$ cat src/rtl/interp_filter_sched.sv
// interp_filter_sched: feeds an 8-sample window to a shared A/B/C interpolation datapath.
// Define INTERP_ROUND_CLIP_EN to round, shift by 6 and clip captured results to 0..255.
module interp_filter_sched #(
    parameter int ROW_LEN = 64,
    parameter int DW      = 8,
    parameter int RW      = 40
) (
    input  logic            clock,
    input  logic            reset_L,
    input  logic            in_valid,
    input  logic [DW-1:0]   in_data,
    input  logic            in_row_st,
    output logic            in_ready,
    output logic [8*DW-1:0] win_data,
    output logic [1:0]      filt_sel,
    input  logic [RW-1:0]   filt_value,
    output logic            out_valid,
    output logic [RW-1:0]   out_data,
    output logic [1:0]      out_sel,
    output logic            out_last,
    input  logic            out_ready,
    output logic            busy
);
    typedef enum logic [1:0] {FILL, ISS_A, ISS_B, ISS_C} state_t;

    localparam logic [15:0] ROW_END = 16'(ROW_LEN);

    state_t              state;
    logic [7:0][DW-1:0]  win;
    logic [3:0]          fill_cnt;
    logic [15:0]         row_cnt;
    logic                new_row;
    logic [3:0]          fill_nxt;
    logic                cap_en;
    logic [RW-1:0]       cap_val;

    assign in_ready = (state == FILL);
    assign busy     = (state != FILL) || out_valid;
    assign win_data = win;
    assign cap_en   = !out_valid || out_ready;

    // A full row without an explicit row start begins the next row implicitly
    assign new_row  = in_row_st || (row_cnt == ROW_END);
    assign fill_nxt = new_row ? 4'd1 :
                      (fill_cnt == 4'd8) ? 4'd8 : fill_cnt + 4'd1;

`ifdef INTERP_ROUND_CLIP_EN
    logic signed [RW:0] rnd;
    logic signed [RW:0] shf;

    assign rnd = $signed({filt_value[RW-1], filt_value} + (RW+1)'(32));
    assign shf = rnd >>> 6;

    always_comb begin
        if (shf[RW])
            cap_val = '0;
        else if (|shf[RW-1:8])
            cap_val = RW'(255);
        else
            cap_val = {{(RW-8){1'b0}}, shf[7:0]};
    end
`else
    assign cap_val = filt_value;
`endif

    always_ff @(posedge clock or negedge reset_L) begin
        if (!reset_L) begin
            state     <= FILL;
            filt_sel  <= 2'd3;
            win       <= '0;
            fill_cnt  <= 4'd0;
            row_cnt   <= 16'd0;
            out_valid <= 1'b0;
            out_data  <= '0;
            out_sel   <= 2'd0;
            out_last  <= 1'b0;
        end else begin
            if (out_ready)
                out_valid <= 1'b0;
            unique case (state)
                FILL: begin
                    if (in_valid) begin
                        win      <= {win[6:0], in_data};
                        fill_cnt <= fill_nxt;
                        row_cnt  <= new_row ? 16'd1 : row_cnt + 16'd1;
                        if (fill_nxt == 4'd8) begin
                            state    <= ISS_A;
                            filt_sel <= 2'd0;
                        end
                    end
                end
                ISS_A, ISS_B, ISS_C: begin
                    if (cap_en) begin
                        out_valid <= 1'b1;
                        out_data  <= cap_val;
                        out_sel   <= filt_sel;
                        out_last  <= (state == ISS_C) && (row_cnt == ROW_END);
                        unique case (state)
                            ISS_A: begin
                                state    <= ISS_B;
                                filt_sel <= 2'd1;
                            end
                            ISS_B: begin
                                state    <= ISS_C;
                                filt_sel <= 2'd2;
                            end
                            default: begin
                                state    <= FILL;
                                filt_sel <= 2'd3;
                                if (row_cnt == ROW_END) begin
                                    fill_cnt <= 4'd0;
                                    row_cnt  <= 16'd0;
                                end
                            end
                        endcase
                    end
                end
            endcase
        end
    end

    a_hold: assert property (@(posedge clock) disable iff (!reset_L)
        out_valid && !out_ready |=>
        $stable(out_data) && $stable(out_sel) && $stable(out_last));

    a_sel: assert property (@(posedge clock) disable iff (!reset_L)
        state != FILL |-> filt_sel != 2'd3);

endmodule
$ cat config.mk
export PLATFORM = sky130hd
export DESIGN_NAME = interp_filter_sched
export DESIGN_NICKNAME = d
export VERILOG_FILES = /design/src/rtl/interp_filter_sched.sv
export SDC_FILE = /design/constraint.sdc
export NUM_CORES = 1
export LEC_CHECK = 0
export CORE_MARGIN = 10
export CORE_UTILIZATION = 40
export DETAILED_ROUTE_END_ITERATION = 16
export HOLD_SLACK_MARGIN = 0.05
export MAX_ROUTING_LAYER = met4
export PLACE_DENSITY = 0.78
export SETUP_SLACK_MARGIN = 0.2
export SYNTH_ARGS = -nofsm -noshare
export SYNTH_HDL_FRONTEND = slang
export SYNTH_SLANG_ARGS = --single-unit
$ cat constraint.sdc
create_clock -name clock -period 2.3 [get_ports clock]
set_input_delay 0.345 -clock clock [delete_from_list [all_inputs] [get_ports clock]]
set_output_delay 0.345 -clock clock [all_outputs]
set_load 0.01 [all_outputs]
# Yosys cells after proc, flatten, opt, wreduce, memory -nomap -nowiden
# Index checks and enable logic that the tools add are counted.
# word_totals
reg_bits	132
input_bits	53
output_inout_bits	112
elab_cells	68
# classes
addsub	2
eq_ne	11
mux	26
n_reduce_logical	13
# op_table
op	count
16-bit two-way mux	5
16-bit one-hot mux with 2 select lines	1
4-bit two-way mux	6
16-bit by 1-bit adder with 16-bit output (second input constant)	1
16-bit by 7-bit == test with 1-bit output (second input constant)	1
2-bit one-hot mux with 2 select lines	4
2-bit two-way mux	6
4-bit == test (second input constant)	2
2-bit inequality test (second input constant)	4
4-bit one-hot mux with 2 select lines	1
4-bit by 1-bit adder with 4-bit output (second input constant)	1
2-bit == test (second input constant)	2
2-bit AND reduction	2
4-bit AND reduction	1
1-bit logical OR	3
1-bit two-way mux	3
3-bit AND reduction	1
3-bit OR reduction	1
2-bit by 1-bit == test with 1-bit output (second input constant)	1
2-bit zero test	1
2-bit by 1-bit inequality test with 1-bit output (second input constant)	1
2-bit nonzero test	1
2-bit OR reduction	1
1-bit logical AND	1
1-bit zero test	1

# Logic depth before layout (Yosys ltp)
# logic_depth
depth_word	7
ltp_mapped	9

# Least setup slack after synthesis
# OpenSTA, ideal clock, no wires.
# synth_timing
path_kind	register to register
from	reg state[0]
to	reg filt_sel[0]
setup_ns	0.082
arrival_ns	2.094
required_time_ns	2.218
path_slack_ns	0.124
stages_incl_launch_ff	9
path_buffers	1
cell_sequence	dfrtp_1 -> inv_1 -> ha_1 -> clkbuf_1 -> nand2_1 -> nor3_1 -> nand3_1 -> o21bai_1 -> mux2_2
# synth_lines
item	line	source
from (decl)	28	state_t state;
from (signal assigned)	68	state <= FILL;
from (signal assigned)	87	state <= ISS_A;
from (signal assigned)	100	state <= ISS_B;
2-bit zero test (*)	-	
named net in_ready	13	output logic in_ready,
2-bit by 1-bit inequality test with 1-bit output (no source line) or 2-bit inequality test (tied branches)	-	
3-bit AND reduction (no source line)	-	
to (signal assigned)	69	filt_sel <= 2'd3;
to (signal assigned)	88	filt_sel <= 2'd0;
to (signal assigned)	101	filt_sel <= 2'd1;
to (decl)	15	output logic [1:0] filt_sel,
# The timed path passes the listed nets; every way through them passes the cells marked *. The select of a mux whose other input is x is not followed.
# A chain may end at the register's enable or synchronous reset.

# Final worst setup path
# layout_timing
from	reg row_cnt[0]
to	reg row_cnt[8]
# layout_between
elab_chain_len	5
# layout_lines
item	line	source
from (decl)	31	logic [15:0] row_cnt;
from (signal assigned)	85	row_cnt <= new_row ? 16'd1 : row_cnt + 16'd1;
branches (longest 5 deep; another with 16-bit by 1-bit adder with 16-bit output)	-	
# Parallel ways; which one is timed is not known. The select of a mux whose other input is x is not followed.

==> flow_summary.yaml <==
outcome:
  status: "completed"
worst_hold_path:
  holdCritPathClass: "in2async"
job:
  maxCapViolations: 0
global_routing:
  grt_overflow_total: 0
  grt_pass1_wl_um: 22700
  grt_pass1_vias: 4327
  grt_max_degree: 65
  antenna_found_initial: 0
  grt_use_total_pct: 16.3
timing:
  min_period_ps: 2070
  finalCritPeriodShare_pct: 90.0
  setup_viol: 0
  hold_slack_ps: 456
  hold_violations: 0
  setup-tns-final_ps: 0
  max_slew_margin_pct: 61.1
  rsz0062_at_grt: "yes"
  finalClockSkew_ps: 13.8
  tightest_slew_ps: 583
  drv_slew: 0
  fmax_mhz: 483
cts:
  clockRootBuffer: "clkbuf_16"
  cts_sinks: 132
  cts_buffer_depth: 2
  clock_latency_ps: 420
  cts_buffers: 17
  clk_pin_slew_ps: 60
  cts_tree: "done"
  cts.htree.levels: 4
place:
  io_buffer_count: 164
  dp_hpwl_um: 10500
  placed_cell_area_um2: 7410
  place_congestion: 0.833
  dp.cells: 730
yosys:
  ys_ff_latch: 132
  synth.area.mux_share_pct: 22.7
  postSynthAreaPerCell_um2: 13.9
  synth_fp_nets: 454
  netlist_area_um2: 5450
  synth_cell_types: 41
  synth-simple-area-share_pct: 7.09
  syn_inst: 392
  synth_top_family_by_area: "multiplexers"
  yosysSeqAreaShare_pct: 60.7
  yosysWarnings: 0
  synth_compound_area_share_pct: 4.89
  synthAdderAreaFrac_pct: 2.07
  synth-xor-area-share_pct: 0.482
power:
  p_int_uw: 8120
  p_switching_uw: 3750
  ir_drop_uv: 853
  total_power_uw: 11900
  p_comb_share_pct: 43.6
  p_leak_uw: 0.00352
  powerDensity_nw_per_um2: 1450
  swShare_pct: 31.6
  pwr-share-clk_pct: 22.3
  seq_power_share_pct: 34.2
final_layout:
  nets: 653
  postLayoutCellArea_um2: 8200
  fin_cells: 780
  final_common_cell: "clkdlybuf4s50_1"
  syn_to_final_growth_pct: 50.4
  multi_input_area_um2: 2090
  regArea_um2: 3310
  drive_above_1_share_pct: 32.1
  antenna_cells: 0
  layout_common_cells: "161 x clkdlybuf4s50_1, 126 x dfrtp_1, 108 x mux2_2"
  fill_cells: 982
worst_setup_path:
  criticalPathCategory: "reg2reg"
  worst_setup_path_start_kind: "register"
  reg2regPathDepth: 8
  worst_ep_arrival_time_ps: 2360
  end_kind: "register"
  cp_max_fo: 8
  cp.required_ps: 2590
route:
  drt_iter0_drc: 181
  ant_nets: 0
  vias: 3919
  vias_per_cell: 5.02
  firstDrtPassIters: 4
  wl_per_cell_um: 18.8
  postRouteWirelength_um: 14700
  route.detailed.drc: 0
die:
  die_w_um: 137
  ios: 165
  initial_utilization_pct: 41.0
  dieHeight_um: 137
  core_um2: 13300
  dieArea_um2: 18700
  fp-row-count: 42
-- power groups by stage --
| stage | registers [uW] | logic, uW | clock network (uW) |
|---|---|---|---|
| after floorplan | 4420 | 1800 | 0 |
| after global placement | 4010 | 4880 | 0 |
| after detailed placement | 4100 | 4970 | 0 |
| after CTS | 4080 | 5150 | 2690 |
| after global routing | 4220 | 5570 | 2800 |
| final | 4060 | 5170 | 2640 |
-- layout make-up --
cell class | count | share of cell area (%)
clock buffers | 21 | 5.62
clock inverters | 11 | 1.56
inverters | 10 | 0.458
multi-input cells | 232 | 25.5
flip-flops and latches | 132 | 40.4
well taps | 176 | 2.69
repair buffers | 198 | 23.8
-- metal layers --
layer  track usage (%)  up-vias  routed length, um
li1                  -     1810                  -
met1              16.2     1933               5380
met2              25.9      157               7270
met3              10.3       19               1790
met4              5.09        0                238
met5                 -        -                  0
-- cells by family (layout without fill, tap and decap cells) --
kind of cell,after synthesis,after routing
AO/OA/AOI/OAI,42,42
XOR/XNOR,3,3
adder cells (fa/ha/maj),9,9
buffers and inverters,28,240
flip-flops,132,132
multiplexers,110,110
AND/OR/NAND/NOR,68,68
-- metrics by stage --
step / utilization (%) / worst slack [ps]
after floorplan: - / 176
after global placement: 55.7 / 187
after detailed placement: 55.7 / 98.3
after CTS: 60.8 / 202
after global routing: 61.6 / 180
final: 61.6 / 229
-- state kept, by name, summed over array words and instances (netlist names) --
signal     cells
out_valid      1
row_cnt       16
win_data      64
out_data      40
filt_sel       2
state          2
fill_cnt       4
out_sel        2
out_last       1
-- worst max-delay path: stages, from the launching register on --
cell and delay (ps):
dfrtp_1 400, inv_1 70, ha_1 130, and4bb_2 300
buf_4 150, a41o_1 360, nor3b_1 90, and3_1 190
a211o_1 260
-- Yosys cell counts --
cell	instances	share of area, %
a211o_1	1	0.16
a21oi_1	7	0.64
a22o_1	2	0.32
a22oi_1	1	0.14
a31oi_1	4	0.46
a41o_1	1	0.18
a41oi_1	2	0.32
a41oi_2	1	0.30
and2_0	1	0.11
and3_1	3	0.34
and4bb_2	1	0.23
buf_1	3	0.21
buf_2	3	0.28
buf_6	1	0.21
clkbuf_1	11	0.76
dfrtp_1	130	60
dfstp_2	2	0.96
ha_1	9	2.1
inv_1	10	0.69
mux2_2	108	22
mux2i_1	2	0.37
nand2_1	18	1.2
nand2b_1	6	0.69
nand3_1	3	0.28
nand3b_1	1	0.14
nand4_1	6	0.69
nor2_1	12	0.83
nor2b_1	2	0.23
nor3_1	4	0.37
nor3b_1	2	0.28
nor4_1	2	0.23
nor4_4	2	0.78
o211ai_1	1	0.14
o21ai_0	17	1.6
o21bai_1	1	0.14
o22ai_1	1	0.11
o31ai_1	3	0.41
or2_4	1	0.16
or3_1	2	0.23
or4_1	2	0.28
xnor2_1	3	0.48
-- timing repair --
item | in CTS | in global routing
setup endpoints to repair | 7 | 14
hold endpoints to repair | 39 | 0
setup buffers | 8 | 9
hold buffers | 1 | 0
pin swaps | 2 | 6
gates resized for setup | 5 | 12
-- path summary, 6_finish.rpt --
path / startpoint / to / slack (ps)
worst max-delay path: row_cnt[0]$_DFFE_PN0P_ / row_cnt[8]$_DFFE_PN0P_ / 230
worst min-delay path: reset_L / win_data[3]$_DFFE_PN0P_ / 460
worst max register to register: row_cnt[0]$_DFFE_PN0P_ / row_cnt[8]$_DFFE_PN0P_ / 230
worst min register to register: out_data[3]$_DFFE_PN0P_ / out_data[3]$_DFFE_PN0P_ / 500
max in group asynchronous: reset_L / win_data[56]$_DFFE_PN0P_ / 1160
min in group clock: out_data[3]$_DFFE_PN0P_ / out_data[3]$_DFFE_PN0P_ / 500
No activity file was read; power rests on OpenSTA's default activity.
